`src/rtl/arm_pkg.sv`:
```
// rtl/arm_pkg.sv - shared ARM register-file constants
package arm_pkg;
    localparam logic [3:0] REG_PC  = 4'hF;
    localparam int         NUM_GPR = 15;
    localparam int         DATA_W  = 32;
endpackage

```
`src/rtl/sb_counter.sv`:
```
// rtl/sb_counter.sv - saturating pending-write counter for one register
module sb_counter #(
    parameter int CNT_W    = 2,
    parameter int MAX_PEND = 3
) (
    input  logic             clk,
    input  logic             rst,
    input  logic             inc,
    input  logic             dec,
    output logic [CNT_W-1:0] cnt,
    output logic             busy,
    output logic             ovf,
    output logic             unf
);
    localparam logic [CNT_W-1:0] MAX_CNT = CNT_W'(MAX_PEND);

    // A simultaneous issue and writeback cancel out, even when saturated or empty.
    assign ovf  = inc && !dec && (cnt >= MAX_CNT);
    assign unf  = dec && !inc && (cnt == '0);
    assign busy = (cnt != '0);

    always_ff @(posedge clk) begin
        if (rst) begin
            cnt <= '0;
        end else if (inc && !dec && !ovf) begin
            cnt <= cnt + CNT_W'(1);
        end else if (dec && !inc && !unf) begin
            cnt <= cnt - CNT_W'(1);
        end
    end
endmodule

```
`src/rtl/reg_file_scoreboard.sv`:
```
// rtl/reg_file_scoreboard.sv - R0-R14 register file with bypassed reads and pending-write scoreboard
module reg_file_scoreboard
    import arm_pkg::*;
#(
    parameter int WIDTH    = DATA_W,
    parameter int MAX_PEND = 3,
    parameter int CNT_W    = 2
) (
    input  logic             clk,
    input  logic             rst,
    input  logic [3:0]       rn_addr,
    input  logic [3:0]       rm_addr,
    input  logic [3:0]       rd_addr,
    input  logic [WIDTH-1:0] pc_plus8,
    output logic [WIDTH-1:0] rn_data,
    output logic [WIDTH-1:0] rm_data,
    output logic [WIDTH-1:0] rd_data,
    output logic             rn_busy,
    output logic             rm_busy,
    output logic             rd_busy,
    input  logic             wb_en,
    input  logic [3:0]       wb_addr,
    input  logic [WIDTH-1:0] wb_data,
    input  logic             issue_en,
    input  logic [3:0]       issue_addr,
    output logic             sb_err
);
    logic [WIDTH-1:0]             regs [NUM_GPR];
    logic [15:0]                  busy_vec;
    logic [NUM_GPR-1:0]           ovf_vec;
    logic [NUM_GPR-1:0]           unf_vec;
    logic [NUM_GPR-1:0][CNT_W-1:0] cnt_vec;
    logic                         cnt_unused;
    logic [2:0][3:0]              raddr;

    always_ff @(posedge clk) begin
        if (rst) begin
            for (int i = 0; i < NUM_GPR; i++) begin
                regs[i] <= '0;
            end
        end else if (wb_en && wb_addr != REG_PC) begin
            regs[wb_addr] <= wb_data;
        end
    end

    // R15 belongs to fetch, so it has no counter and never reads busy.
    assign busy_vec[15] = 1'b0;

    for (genvar i = 0; i < NUM_GPR; i++) begin : g_sb
        sb_counter #(
            .CNT_W    (CNT_W),
            .MAX_PEND (MAX_PEND)
        ) u_cnt (
            .clk  (clk),
            .rst  (rst),
            .inc  (issue_en && issue_addr == 4'(i)),
            .dec  (wb_en && wb_addr == 4'(i)),
            .cnt  (cnt_vec[i]),
            .busy (busy_vec[i]),
            .ovf  (ovf_vec[i]),
            .unf  (unf_vec[i])
        );
    end

    assign cnt_unused = ^cnt_vec;

    always_ff @(posedge clk) begin
        if (rst) begin
            sb_err <= 1'b0;
        end else if (|ovf_vec || |unf_vec) begin
            sb_err <= 1'b1;
        end
    end

    assign raddr = {rd_addr, rm_addr, rn_addr};

    // Data is bypassed from writeback; busy deliberately is not.
    for (genvar p = 0; p < 3; p++) begin : g_read
        logic [WIDTH-1:0] data;
        logic             busy;

        always_comb begin
            data = '0;
            if (raddr[p] == REG_PC) begin
                data = pc_plus8;
            end else if (wb_en && wb_addr == raddr[p]) begin
                data = wb_data;
            end else begin
                data = regs[raddr[p]];
            end
        end

        assign busy = busy_vec[raddr[p]];
    end

    assign rn_data = g_read[0].data;
    assign rm_data = g_read[1].data;
    assign rd_data = g_read[2].data;
    assign rn_busy = g_read[0].busy;
    assign rm_busy = g_read[1].busy;
    assign rd_busy = g_read[2].busy;
endmodule

```
`config.mk`:
```
export PLATFORM = sky130hd
export DESIGN_NAME = reg_file_scoreboard
export DESIGN_NICKNAME = d
export VERILOG_FILES = /design/src/rtl/arm_pkg.sv /design/src/rtl/sb_counter.sv /design/src/rtl/reg_file_scoreboard.sv
export SDC_FILE = /design/constraint.sdc
export NUM_CORES = 1
export LEC_CHECK = 0
export BUFFER_PORTS_ARGS = -buffer_cell sky130_fd_sc_hd__clkbuf_2
export CORE_MARGIN = 10
export CORE_UTILIZATION = 55
export DETAILED_ROUTE_END_ITERATION = 12
export PLACE_DENSITY = 0.73
export SLEW_MARGIN = 20
export SYNTH_ARGS = -nofsm -noshare
export SYNTH_HDL_FRONTEND = slang
export SYNTH_SLANG_ARGS = --single-unit
export TNS_END_PERCENT = 10
```
`constraint.sdc`:
```
create_clock -name clk -period 4.7 [get_ports clk]
set_clock_uncertainty 0.15 [all_clocks]
set_input_delay 0.94 -clock clk [delete_from_list [all_inputs] [get_ports clk]]
set_output_delay 0.94 -clock clk [all_outputs]
set_load 0.03 [all_outputs]
```
* After elaboration in Yosys (flattened, before gate mapping)
Memory sizes are Yosys's and may differ from the RTL's.
Cells that the tools add are included.
** Word-level totals
- Flip-flop bits (word level) :: 31
- RAM bits :: 480
- Bits of input ports :: 88
- Output and inout bits :: 100
- Memories kept :: 1
** Operators by class
- $add $sub $neg :: 30
- Order comparisons :: 18
- Equality and inequality tests :: 35
- Mux-type cells :: 50
- Reduce and logical (&&, ||, !) cells :: 235
** Memory list
- regs :: depth 15, width 32, read ports 3, clocked after Yosys merged registers in 0, write ports 15, RTL line reg_file_scoreboard.sv:28 : logic [WIDTH-1:0] regs [NUM_GPR];
** Operators by type and width (number)
- $mux W32 :: 7
- $logic_and A1 B1 Y1 :: 124
- $eq A4 B4 Y1 const B :: 17
- $logic_not A1 Y1 :: 60
- $mux W2 :: 30
- $reduce_bool A2 Y1 :: 30
- $eq A4 B3 Y1 const B :: 8
- $reduce_or A32 Y1 :: 1
- $add A2 B1 Y2 const B :: 15
- $ge A2 B2 Y1 const B :: 15
- $logic_not A2 Y1 :: 15
- $reduce_or A15 Y1 :: 2
- $sub A2 B1 Y2 const B :: 15
- $eq A4 B2 Y1 const B :: 4
- $lt A4 B5 Y1 const B :: 3
- $bmux W1 S4 :: 3
- $eq A4 B4 Y1 :: 3
- $mux W1 :: 9
- $eq A4 B1 Y1 const B :: 2
- $logic_not A4 Y1 :: 2
- $mux W4 :: 1
- $ne A4 B4 Y1 const B :: 1
- $logic_or A1 B1 Y1 :: 1

* Logic depth before layout (Yosys ltp)
- Depth in word-level cells :: 9
- Gate-level depth with buffers :: 8

* By module
A second synthesis with hierarchy kept.
** Second synthesis, totals
- Cells, all modules :: 2559
- Area, all modules :: 34844.7 um^2
** Modules (own cells, without submodules)
- reg_file_scoreboard :: instances 1, cells an instance 2334, area each 32930.3 um^2, sequential area each 15394.8 um^2
- sb_counter :: instances 15, cells an instance 15, area each 127.6 um^2, sequential area each 40.0 um^2

* Worst setup path before layout
No wires, ideal clock.
- Path type :: input to register
- Start point :: input wb_addr[2]
- End point :: memory regs[3][0] (netlist name), enable pin
- Setup time :: 0.428 ns
- Arrival time :: 3.139 ns
- Data required time :: 4.122 ns
- Setup slack :: 0.983 ns
- Stages on the path :: 4
- Path buffers :: 2
- Cells stage by stage :: buf_2 -> or3b_4 -> buf_6 -> o21bai_1
** RTL lines
- from (decl) :: RTL line reg_file_scoreboard.sv:22 : input logic [3:0] wb_addr,
- to (decl) :: RTL line reg_file_scoreboard.sv:28

* Worst setup path after layout
- Start point :: input rn_addr[0]
- End point :: output rn_data[15]
** On the way
- Cells in the longest elaborated chain, start to end :: 4
** Ends and longest elaborated chain
- from (decl) :: RTL line reg_file_scoreboard.sv:11 : input logic [3:0] rn_addr,
- parallel branches: the longest is 3 deep, another holds $mem_v2 Z15 W32
- $mux W32 * :: RTL line reg_file_scoreboard.sv:84 : if (raddr[p] == REG_PC) begin
- to (decl) :: RTL line reg_file_scoreboard.sv:15 : output logic [WIDTH-1:0] rn_data,
Every way passes the cells marked *.

==> summary.md <==
| Metric | Value |
|---|---|
| Status | complete, no violations |
| FF-to-FF Start | g_sb[11].u_cnt.cnt[0] |
| Largest net degree at the start of global routing | 100 |
| DRT iter0 DRCs | 4207 |
| DRT Pass-1 Iters | 6 |
| Final Worst Setup Slack | 0.3181 ns |
| Finish-stage setup viols | 0 |
| Vias in the first global route | 26440 |
| Pins Over Slew Limit | 0 |
| Initial antenna violation count | 12 |
| Simple-gate share of the synthesized area | 0.1400 |
| Cts hold-fix bufs | 0 |
| PostCTS Resize Cnt | 0 |
| Final hold vios | 0 |
| Synth warn | 0 |
| Routed Antenna Nets | 0 |
| GRT Util Overall | 0.3051 |
| Final TNS setup | 0 ns |
| Post-Synthesis Cell Area | 35700 um2 |
| Final WL | 116.2 mm |
| Clock Tree Buf Depth | 3 |
| Post-layout nets | 2812 |
| Synth cell types | 49 |
| Worst R2R Setup Slack | 3.15 ns |
| Worst Path Arrival | 3.29 ns |
| Crit. Startpoint | rn_addr[0] |
| Via count | 26100 |
| Ranking of synthesized cells by area | edfxtp_1, mux4_2, and2_1 |
| Die area | 75500 um2 |
| Die height | 274.8 um |
| Area share of fa/ha/maj cells after synthesis | 0 |
| Leak Pwr | 13.85 nW |
| Yosys reg bits | 543 |
| Hold crit path type | flip-flop to flip-flop |
| F_max | 228.2 MHz |
| Dpl ws | 0.2538 ns |
| Core area | 64350 um2 |
| Clock sink count | 543 |
| Overflow after GRT | 0 |
| Setup crit end kind | output pin |
| Grt peak-use layer | met2 |
| Die Wd | 274.8 um |
| Fill cell total of the finished layout | 4688 |
| Top-area cell type share of the netlist area | 0.4307 |
| Cell Pwr Density | 334.4 nW/um2 |
| First-pass GRT wire length | 170.5 mm |
| Post-DP HPWL | 72.27 mm |
| VDD IR max | 0.0003176 V |
| Num CTS Buffers | 57 |
| Register area share after synthesis | 0.4481 |
| DRC | 0 |
| Largest family of logic cells by synthesized area | multiplexers |
| Max-Cap Viols | 0 |
| Period utilization | 0.9323 |
| CTS root buffer | clkbuf_16 |
| RD Place Congestion | 0.9017 |
| CTS tree | done |
| Most area-hungry cell type in the Yosys netlist | edfxtp_1 |
| RSZ-0062 raised after global routing | no |
| Worst endpoint required time | 3.61 ns |
| Complex-gate fraction of the synthesized area | 0.09039 |
| I/O Buffers | 187 |
| Met3 Resource Use GR | 0.08197 |
| Clock transition at path regs | 0.05 ns |
| Layout cells sized above 1 | 0.3507 |
| Mean number of vias per cell | 7.188 |
| Mux cell area share after synthesis | 0.2778 |
| CP max FO | 29 |
| XOR/XNOR share of the synthesized area | 0.002944 |
| Met2 GRT Util | 0.4884 |
| Min-delay src | g_sb[5].u_cnt.cnt[1] |
| Total power | 13.35 mW |
| Worst setup path class | primary input to output pin |
| Synth Instances | 2608 |
| Post-CTS setup repair buffer count | 0 |
| Rel. slew slack | 0.3363 |
| Syn avg cell area | 13.69 um2 |
| Cell Rows | 93 |
| Commonest non-fill, non-tap cells in the layout | edfxtp_1, and2_1, mux4_2, clkbuf_2, a21oi_1 |
| Hold WS | 0.3542 ns |
| Ports | 188 |
| Initial Util | 0.5548 |
| Crit path time final | 4.382 ns |
| Startpoint Class | primary input |
| Commonest non-fill, non-tap cell in the layout | edfxtp_1 |
| Routed len/inst | 32.01 um |
| Number of H-tree levels | 2 |
| Worst Tran Pin Value | 0.9929 ns |
| Area Growth Syn to Fin | 11.86% |
| Met1 Use GR | 0.3798 |
| Later-pin clock latency in the skew report | 0.64 ns |
## area by class of cell
cell class                      instances  area, um2  share of cell area
Multi-Input combinational cell       1798      18500              0.4632
Sequential cell                       543      16000              0.4006
Timing Repair Buffer                  300       2200             0.05509
Clock buffer                           67       1526             0.03823
Tap cell                              855       1070             0.02679
Clock inverter                         37      534.3             0.01338
Inverter                               24      90.09            0.002256
Antenna cell                            7      17.52           0.0004387
## worst paths after layout
| check | endpoint | cells after the start |
|---|---|---|
| hold / removal | g_sb[5].u_cnt.cnt[1] | 2 |
| setup reg to reg | sb_err | 5 |
| setup / recovery | rn_data[15] | 8 |
| hold reg to reg | g_sb[5].u_cnt.cnt[1] | 2 |
## power by group
part | total (mW) | leakage, nW | switching (mW) | internal, mW
clock network | 5.02 | 1.00 | 1.99 | 3.03
registers | 5.79 | 5.15 | 0.207 | 5.58
logic | 2.55 | 7.69 | 1.46 | 1.09
## Yosys cell counts, drive strengths merged
cell       n
xor2       9
a41oi      1
nor2b     98
a2111o     3
mux2i     94
o21a      15
nor3b      1
nand4      3
a21oi    127
nand2b     6
o2111ai    4
o22ai      2
edfxtp   512
clkbuf   171
mux4     398
and2     483
o211ai    21
conb       1
a21o       2
nand3     31
inv       24
o21bai     4
or2      107
and3       1
o21ai     36
buf      103
nor4       5
nor2      26
nor3      11
dfxtp     31
a211o      9
or3b       1
o32ai      9
nand2     55
and3b      4
xnor2      3
nand3b     4
o41ai      3
o221a     96
a211oi    94
## kinds of logic after synthesis
group           after synthesis
mux                         492
other cells                   1
xor+xnor                     12
flops                       543
buf+inv                     298
compound gates              426
simple gates                836
## worst max-delay path: stages
cell	delay, ns
buf_8	0.33
buf_12	0.27
mux4_2	0.52
nor2b_1	0.15
a211oi_1	0.49
a21oi_1	0.10
o221a_1	0.25
clkbuf_2	0.18
## sequential cells by signal, summed over array words and instances (netlist names)
name and cells:
sb_err 1, regs 512, g_sb.u_cnt.cnt 30
## through the flow
| stage | cell area (um2) | std cells | utilization |
|---|---|---|---|
| 2_1_floorplan | 35810 | 2639 | - |
| 3_3_place_gp | 37830 | 3518 | 0.5879 |
| 3_5_place_dp | 37830 | 3518 | 0.5879 |
| 4_1_cts | 39890 | 3622 | 0.6199 |
| 5_1_grt | 39910 | 3624 | 0.6203 |
| 6_report | 39930 | 3631 | 0.6205 |
## routing by layer
layer  vias up  wire, um
met4         8      6618
met3       411     15280
met1     13180     39420
met5         -        46
li1      10520         -
met2      1981     54860
No activity file was read; power rests on OpenSTA's default activity.
